--- src/rtl/axi_ni_resp_scheduler.sv ---
// ---------------------------------------------------------------------------
// axi_ni_resp_scheduler
//
// Purpose:
//   Response scheduler for the AXI target NI resend path. It chooses which
//   AXI ID's buffered write or read response is packetised next. It then
//   drives the header/payload sample pulses and the send handshake, and pops
//   the per-ID response and source FIFOs once the packet has left.
//   Two arbitration policies are available:
//     ARB_MODE 0 : plain round-robin over IDs; write wins within an ID.
//     ARB_MODE 1 : reads first, with a starvation guard that forces a
//                  write grant after STARVE_LIMIT reads have bypassed one.
//   A multi-beat read burst stays locked to its ID until RLAST is popped.
//
// Ports:
//   clk, rst                 clock and synchronous active-high reset
//   br_rempty / rr_rempty    per-ID write-response / read-data FIFO empty
//   wrr_rempty / rdr_rempty  per-ID write-source / read-source FIFO empty
//   last_beat                RLAST of the read-data FIFO head for curr_tid
//   tx_gone                  transmit side finished the current packet
//   br_rinc .. rdr_rinc      one-hot FIFO pop pulses (RETIRE only)
//   curr_tid                 granted ID
//   packet_type_is_read      1 = read response, 0 = write response
//   sample_header            header register sample pulse
//   sample_payload           payload register sample pulse
//   send_message             held while the packet is in flight
//   num_flit_to_transmit     flit count of the current packet
//   busy                     scheduler is not idle
//   starved                  a forced write grant is pending (ARB_MODE 1)
// ---------------------------------------------------------------------------
module axi_ni_resp_scheduler #(
  parameter int MAX_SUPPORTED_IDS = 16,
  parameter int IDWD              = 4,
  parameter int FLITCNTWD         = 4,
  parameter int WR_FLITS          = 2,
  parameter int RD_FLITS          = 3,
  parameter int ARB_MODE          = 0,
  parameter int STARVE_LIMIT      = 8
) (
  input  logic                         clk,
  input  logic                         rst,
  input  logic [MAX_SUPPORTED_IDS-1:0] br_rempty,
  input  logic [MAX_SUPPORTED_IDS-1:0] rr_rempty,
  input  logic [MAX_SUPPORTED_IDS-1:0] wrr_rempty,
  input  logic [MAX_SUPPORTED_IDS-1:0] rdr_rempty,
  input  logic                         last_beat,
  input  logic                         tx_gone,
  output logic [MAX_SUPPORTED_IDS-1:0] br_rinc,
  output logic [MAX_SUPPORTED_IDS-1:0] rr_rinc,
  output logic [MAX_SUPPORTED_IDS-1:0] wrr_rinc,
  output logic [MAX_SUPPORTED_IDS-1:0] rdr_rinc,
  output logic [IDWD-1:0]              curr_tid,
  output logic                         packet_type_is_read,
  output logic                         sample_header,
  output logic                         sample_payload,
  output logic                         send_message,
  output logic [FLITCNTWD-1:0]         num_flit_to_transmit,
  output logic                         busy,
  output logic                         starved
);

  localparam logic [2:0] S_IDLE       = 3'd0;
  localparam logic [2:0] S_LOAD       = 3'd1;
  localparam logic [2:0] S_SEND       = 3'd2;
  localparam logic [2:0] S_RETIRE     = 3'd3;
  localparam logic [2:0] S_BURST_WAIT = 3'd4;

  // Sized so the counter can hold STARVE_LIMIT itself (saturating value).
  localparam int             CNTWD = $clog2(STARVE_LIMIT + 2);
  localparam logic [CNTWD-1:0] LIMIT = CNTWD'(STARVE_LIMIT);

  logic [2:0]                   state;
  logic [IDWD-1:0]              rr_ptr;
  logic [CNTWD-1:0]             starve_cnt;
  logic [CNTWD-1:0]             starve_nxt;
  logic                         burst_last;

  logic [MAX_SUPPORTED_IDS-1:0] wr_rdy;
  logic [MAX_SUPPORTED_IDS-1:0] rd_rdy;
  logic [MAX_SUPPORTED_IDS-1:0] tid_onehot;
  logic                         wr_found;
  logic                         rd_found;
  logic                         any_found;
  logic [IDWD-1:0]              wr_id;
  logic [IDWD-1:0]              rd_id;
  logic [IDWD-1:0]              any_id;
  logic                         starve_hit;
  logic [IDWD-1:0]              grant_id;
  logic                         grant_read;
  logic [IDWD-1:0]              next_ptr;

  // An ID is only eligible when both the response data and its source
  // bookkeeping entry are present.
  assign wr_rdy = ~br_rempty & ~wrr_rempty;
  assign rd_rdy = ~rr_rempty & ~rdr_rempty;

  assign tid_onehot = {{(MAX_SUPPORTED_IDS-1){1'b0}}, 1'b1} << curr_tid;
  assign next_ptr   = (curr_tid == IDWD'(MAX_SUPPORTED_IDS - 1)) ? '0 : curr_tid + IDWD'(1);
  assign starve_hit = (ARB_MODE == 1) && (starve_cnt == LIMIT);

  // Three parallel priority searches starting at rr_ptr and wrapping, one
  // per candidate class; the policy below picks among their winners.
  always_comb begin
    int              idx;
    logic [IDWD-1:0] idx_l;
    wr_found  = 1'b0;
    rd_found  = 1'b0;
    any_found = 1'b0;
    wr_id     = '0;
    rd_id     = '0;
    any_id    = '0;
    idx       = 0;
    idx_l     = '0;
    for (int k = 0; k < MAX_SUPPORTED_IDS; k++) begin
      idx = int'(rr_ptr) + k;
      if (idx >= MAX_SUPPORTED_IDS) idx = idx - MAX_SUPPORTED_IDS;
      idx_l = IDWD'(idx);
      if (!wr_found && wr_rdy[idx_l]) begin
        wr_found = 1'b1;
        wr_id    = idx_l;
      end
      if (!rd_found && rd_rdy[idx_l]) begin
        rd_found = 1'b1;
        rd_id    = idx_l;
      end
      if (!any_found && (wr_rdy[idx_l] || rd_rdy[idx_l])) begin
        any_found = 1'b1;
        any_id    = idx_l;
      end
    end
  end

  // Grant policy. In read-priority mode a saturated starvation counter
  // overrides the read preference while a write is waiting.
  always_comb begin
    grant_id   = any_id;
    grant_read = !wr_rdy[any_id];
    if (ARB_MODE == 1) begin
      if (starve_hit && wr_found) begin
        grant_id   = wr_id;
        grant_read = 1'b0;
      end else if (rd_found) begin
        grant_id   = rd_id;
        grant_read = 1'b1;
      end else begin
        grant_id   = wr_id;
        grant_read = 1'b0;
      end
    end
  end

  // Starvation counter update applied at grant time: a read grant that
  // bypasses a ready write counts up (saturating), any write grant clears.
  always_comb begin
    starve_nxt = starve_cnt;
    if (!grant_read)
      starve_nxt = '0;
    else if (wr_found && (starve_cnt != LIMIT))
      starve_nxt = starve_cnt + CNTWD'(1);
  end

  // Main FSM. Every output is a register; pulse outputs default low each
  // cycle and are set on the transition into the state that owns them.
  always_ff @(posedge clk) begin
    if (rst) begin
      state                <= S_IDLE;
      rr_ptr               <= '0;
      starve_cnt           <= '0;
      burst_last           <= 1'b0;
      br_rinc              <= '0;
      rr_rinc              <= '0;
      wrr_rinc             <= '0;
      rdr_rinc             <= '0;
      curr_tid             <= '0;
      packet_type_is_read  <= 1'b0;
      sample_header        <= 1'b0;
      sample_payload       <= 1'b0;
      send_message         <= 1'b0;
      num_flit_to_transmit <= '0;
      busy                 <= 1'b0;
      starved              <= 1'b0;
    end else begin
      sample_header  <= 1'b0;
      sample_payload <= 1'b0;
      br_rinc        <= '0;
      rr_rinc        <= '0;
      wrr_rinc       <= '0;
      rdr_rinc       <= '0;
      case (state)
        S_IDLE: begin
          if (any_found) begin
            curr_tid             <= grant_id;
            packet_type_is_read  <= grant_read;
            num_flit_to_transmit <= grant_read ? FLITCNTWD'(RD_FLITS) : FLITCNTWD'(WR_FLITS);
            sample_header        <= 1'b1;
            sample_payload       <= 1'b1;
            busy                 <= 1'b1;
            state                <= S_LOAD;
            if (ARB_MODE == 1) begin
              starve_cnt <= starve_nxt;
              starved    <= (starve_nxt == LIMIT);
            end
          end
        end
        S_LOAD: begin
          send_message <= 1'b1;
          state        <= S_SEND;
        end
        S_SEND: begin
          if (tx_gone) begin
            send_message <= 1'b0;
            state        <= S_RETIRE;
            // last_beat is still the FIFO head here, so it decides whether
            // the read-source entry is popped together with this beat.
            if (packet_type_is_read) begin
              rr_rinc    <= tid_onehot;
              rdr_rinc   <= last_beat ? tid_onehot : '0;
              burst_last <= last_beat;
            end else begin
              br_rinc    <= tid_onehot;
              wrr_rinc   <= tid_onehot;
              burst_last <= 1'b0;
            end
          end
        end
        S_RETIRE: begin
          if (!packet_type_is_read || burst_last) begin
            rr_ptr <= next_ptr;
            busy   <= 1'b0;
            state  <= S_IDLE;
          end else begin
            state <= S_BURST_WAIT;
          end
        end
        S_BURST_WAIT: begin
          // Burst stays locked to curr_tid; only the payload is re-sampled.
          if (!rr_rempty[curr_tid]) begin
            sample_payload <= 1'b1;
            state          <= S_LOAD;
          end
        end
        default: begin
          busy  <= 1'b0;
          state <= S_IDLE;
        end
      endcase
    end
  end

endmodule

--- config.mk ---
export PLATFORM = sky130hd
export DESIGN_NAME = axi_ni_resp_scheduler
export DESIGN_NICKNAME = d
export VERILOG_FILES = /design/src/rtl/axi_ni_resp_scheduler.sv
export SDC_FILE = /design/constraint.sdc
export NUM_CORES = 1
export LEC_CHECK = 0
export CORE_UTILIZATION = 30
export DETAILED_ROUTE_END_ITERATION = 16
export HOLD_SLACK_MARGIN = 0.15
export PLACE_DENSITY_LB_ADDON = 0.08
export SLEW_MARGIN = 25
export SYNTH_ARGS = -nofsm -noshare
export SYNTH_HDL_FRONTEND = slang
export SYNTH_SLANG_ARGS = --single-unit
--- constraint.sdc ---
create_clock -name clk -period 6.36 [get_ports clk]
set_input_delay 1.59 -clock clk [delete_from_list [all_inputs] [get_ports clk]]
set_output_delay 1.59 -clock clk [all_outputs]
set_load 0.02 [all_outputs]
======== Yosys cells after proc, flatten, opt, wreduce, memory -nomap -nowiden ========
Index checks and enable logic that the tools add are counted.
word-level totals
  register bits ........................... 69
  input port bits ......................... 68
  word-level logic and storage cells ...... 295
cells by class
  add/sub/neg operators ................... 32
  $lt $le $gt $ge ......................... 34
  eq/ne operators ......................... 9
  shifts and indexed selects .............. 1
  muxes and demuxes ....................... 132
  bitwise operators ....................... 12
  reduce and logical (&&, ||, !) cells .... 62
operators with widths
  operator              count
  $bmux 1 s4            34
  $mux 4                33
  $lt 4x5->1 const B    18
  $ge 5x5->1 const B    15
  $not 16->16           4
  $sub 4x1->4 const B   16
  $mux 1                57
  $add 4x4->5 const B   8
  $and 16x16->16        2
  $add 4x3->5 const B   4
  $logic_not 1->1       17
  $logic_or 1x1->1      17
  $shl 1x4->16 const A  1
  $logic_and 1x1->1     15
  $pmux 3 s5            1
  $mux 3                4
  $add 4x2->5 const B   2
  $ne 2x2->1 const B    4
  $reduce_and 2->1      4
  $reduce_or 4->1       2
  $eq 3x2->1 const B    2
  $not 1->1             6
  $reduce_and 3->1      2
  $add 4x1->5 const B   1
  other kinds (12)      13

======== Longest topological paths before layout ========
  word-level depth ........................ 54
  mapped depth ............................ 20
  gate-level depth less buffers ........... 16

======== Least setup slack after synthesis ========
No wires, ideal clock.
  path kind ............................... input to register
  from .................................... in br_rempty[14]
  to ...................................... reg num_flit_to_transmit[0]
  arrival ................................. 5199 ps
  data required time ...................... 6245 ps
  path slack .............................. 1046 ps
  stages .................................. 14
  path buffers ............................ 0
  cells stage by stage .................... o22ai_1 > mux4_2 > a2bb2o_4 > a221oi_1 > nand2b_1 > or4_1 > or4b_4 > and3_1 > o211ai_1 > o2111a_1 > a31oi_4 > mux2i_1 > mux2_2 > o21a_1
on the way
  longest elaborated chain between the ends .. 54
ends and longest elaborated chain
  what                          RTL line  RTL
  start, declared               42        input logic [MAX_SUPPORTED_IDS-1:0] br_rempty,
  $not 16->16 *                 94        assign wr_rdy = ~br_rempty & ~wrr_rempty;
  $and 16x16->16 *              94
  $bmux 1 s4                    126       if (!any_found && (wr_rdy[idx_l] || rd_rdy[idx_l])) begin
  $mux 1 (not written as such)  126
  $logic_or 1x1->1              126
  $mux 1                        126
  $logic_not 1->1               126
  $logic_and 1x1->1             126
  [38 not listed]               --
  $logic_and 1x1->1             126
  $mux 1                        126
  $logic_not 1->1               126
  $logic_and 1x1->1             126
  $mux 4                        126
  $bmux 1 s4                    137       grant_read = !wr_rdy[any_id];
  $mux 1 (not written as such)  137
  $mux 1                        194       num_flit_to_transmit <= grant_read ? FLITCNTWD'(RD_FLITS) : FLITCNTWD'(WR_FLITS);
  end signal, assigned          194
  end, declared                 57        output logic [FLITCNTWD-1:0] num_flit_to_transmit,
Every way passes the cells marked *; elsewhere a longest branch is shown, timed or not. The select of a mux whose other input is x is not followed.
A chain may end at the register's enable or synchronous reset.

======== Worst setup path in the final report ========
Same ends and word-level chain as after synthesis.

==> out/qor.yml <==
final_layout:
  final_core_util: 0.431
  n_fill_cell: 1642
  layout.area.seq_um2: 1320
  multiInputGateArea_um2: 3310
  nets: 824
  drive_above_1_share: 0.108
  final_area_um2: 6890
  n_antenna_cell: 0
  syn2layout_area_growth_pct: 39.5
clock_network:
  post_cts_resized: 0
  clk_pin_slew_ns: 0.06
  cts.sinks: 66
  holdBufCountCts: 0
  cts_tree: "yes"
  clkLatencyLatePin_ns: 0.32
  h-tree-depth: 3
  clk_path_buf_depth: 2
  post-cts-setup-buffers: 0
  cts_made_buffers: 9
  cts_root_buffer: "clkbuf_16"
critical_path:
  critPathMaxFanout: 8
  crit_start: "br_rempty[14]"
  ff2ff_setup_slack_ns: 1.12
  arrival_ns: 6.03
  required_ns: 6.58
  crit_type: "primary input to register"
  r2r_start: "rr_ptr[0]"
  startpoint_type: "primary input"
  endpoint_kind: "register"
  rr_endpoint: "num_flit_to_transmit[0]"
  r2r.worst_path.cells: 16
hold_path:
  min_from: "num_flit_to_transmit[1]"
  hold_path_depth: 2
  whs_endpoint: "num_flit_to_transmit[1]"
  min_path_type: "register to register"
synth:
  postSynthRegisterBits: 66
  ys_top_cells_by_count: "nor2_1, dfxtp_1, nand2_1"
  yosys_most_used_dff: "dfxtp_1"
  seq_area_frac_synth: 0.267
  ys_types: 69
  synthArstFlopShare: 0
  synth.avg_cell_area_um2: 8.12
  syn_inst: 608
  synth_area_leaders: "dfxtp_1, mux4_2, nor2_1"
  yosysTopAreaCellShare: 0.267
  synth_edf_count: 0
  syn_area_um2: 4940
  yosysTopAreaCell: "dfxtp_1"
  synth.most_common_cell: "nor2_1"
  yosysWarnings: 0
sta:
  finClkSkew_ns: 0.00491
  slew_viol_final: 0
  max-slew-margin-rel: 0.307
  setup_viol: 0
  tightest_slew_ns: 1.04
  rsz0062_at_grt: "false"
  hold_viol: 0
  post-route-min-period_ns: 5.81
  tns_ns: 0
  max_freq_ghz: 0.172
  finalCritPeriodShare: 0.913
run:
  cap_viol_max_count: 0
detailed_routing:
  via_count: 5316
  drt_iter0_markers: 414
  drt_first_pass_iters: 5
  ant_nets: 0
  wl_um: 19200
  remaining_drc_errors: 0
  routedWlPerCell_um: 19.9
  vias_per_cell: 5.51
global_routing:
  grt_pass1_wl_um: 29100
  grt_pass1_vias: 5103
  grt-ovfl-total: 0
  grt_usage: 0.228
  grt_max_degree: 28
  antenna_found_initial: 0
power:
  leakagePower_nw: 2.50
  power.total_mw: 1.54
  powerDensity_nw_per_um2: 223
  ir_worst_vdd_mv: 0.115
outcome:
  status: "completed"
floorplanning:
  die_y_um: 130
  rows: 46
  dieArea_um2: 17000
  coreArea_um2: 16000
  fp.dieW_um: 130
  start_util: 0.309
  io_pins: 146
placement:
  io_buffers: 142
  dp_hpwl_um: 15500
  place_area_um2: 6590
  gp_congestion: 0.888
## through the flow
stage,worst slack [ns],cells,hold WS (ns)
finish,0.551,964,0.452
floorplan,1.05,610,0.498
CTS,0.571,964,0.458
global route,0.390,964,0.470
global placement,0.288,948,0.435
detailed placement,0.232,948,0.450
## where the power goes
part | leakage [nW] | internal [mW] | total, mW | switching, mW
clock | 0.149 | 0.314 | 0.497 | 0.183
combinational | 1.82 | 0.258 | 0.582 | 0.325
sequential | 0.534 | 0.428 | 0.459 | 0.0312
total | 2.50 | 1.00 | 1.54 | 0.539
## kinds of logic after synthesis
| family | synth area share |
|---|---|
| AO/OA/AOI/OAI | 0.245 |
| other | 0.000759 |
| AND/OR/NAND/NOR | 0.228 |
| XOR/XNOR | 0.0177 |
| buffers and inverters | 0.0631 |
| adder cells (fa/ha/maj) | 0.0329 |
| multiplexers | 0.145 |
| flip-flops | 0.267 |
## worst max-delay path: stages
cell	delay, ns
clkdlybuf4s50_1	0.52
o22ai_1	0.19
o21a_1	0.22
mux4_2	0.53
mux2_4	0.34
or3_1	0.43
or4_1	0.54
or4b_4	0.52
and3_1	0.19
o211ai_1	0.08
o2111a_1	0.25
a31oi_4	0.06
mux2i_1	0.14
mux2_2	0.26
o21a_1	0.16
## layout make-up
type | count | share of cell area
multi-input cells | 485 | 0.481
repair buffers | 169 | 0.237
clock inverters | 6 | 0.00944
well taps | 216 | 0.0392
flip-flops and latches | 66 | 0.192
inverters | 12 | 0.00654
clock buffers | 10 | 0.0347
## worst max-delay path by stage
stage,end,slack [ns],cells past startpoint
after floorplan,num_flit_to_transmit[0],1.05,14
after global placement,num_flit_to_transmit[0],0.29,15
after global routing,num_flit_to_transmit[0],0.39,15
after detailed placement,num_flit_to_transmit[0],0.23,15
after CTS,num_flit_to_transmit[0],0.57,15
final,num_flit_to_transmit[0],0.55,15
## state kept, by name, indices dropped and copies added, names as in the netlist, 2 cells and up
name	flops
wrr_rinc	16
rr_rinc	16
curr_tid	4
rr_ptr	4
rdr_rinc	16
num_flit_to_transmit	2
state	3
## cell usage in the layout (no fill, tap or decap), drive strengths merged, types with 19 or more instances in the layout
master	Yosys	routed
a21oi	20	20
nor2	111	111
nand2	40	40
clkdlybuf4s50	0	142
o22ai	32	32
buf	29	27
dfxtp	66	66
o21ai	32	32
mux2i	25	25
mux4	19	19
## routing by layer
layer  GRT usage  share of wire  routed length (um)  up-vias
met3      0.0299          0.052                1010       23
met5           0              0                   0        -
li1            -              -                   -     2528
met4      0.0575          0.013                 247        0
met2       0.415           0.51                9750      215
met1       0.282           0.43                8200     2550
Note: power is estimated with default switching activity, not from simulation.
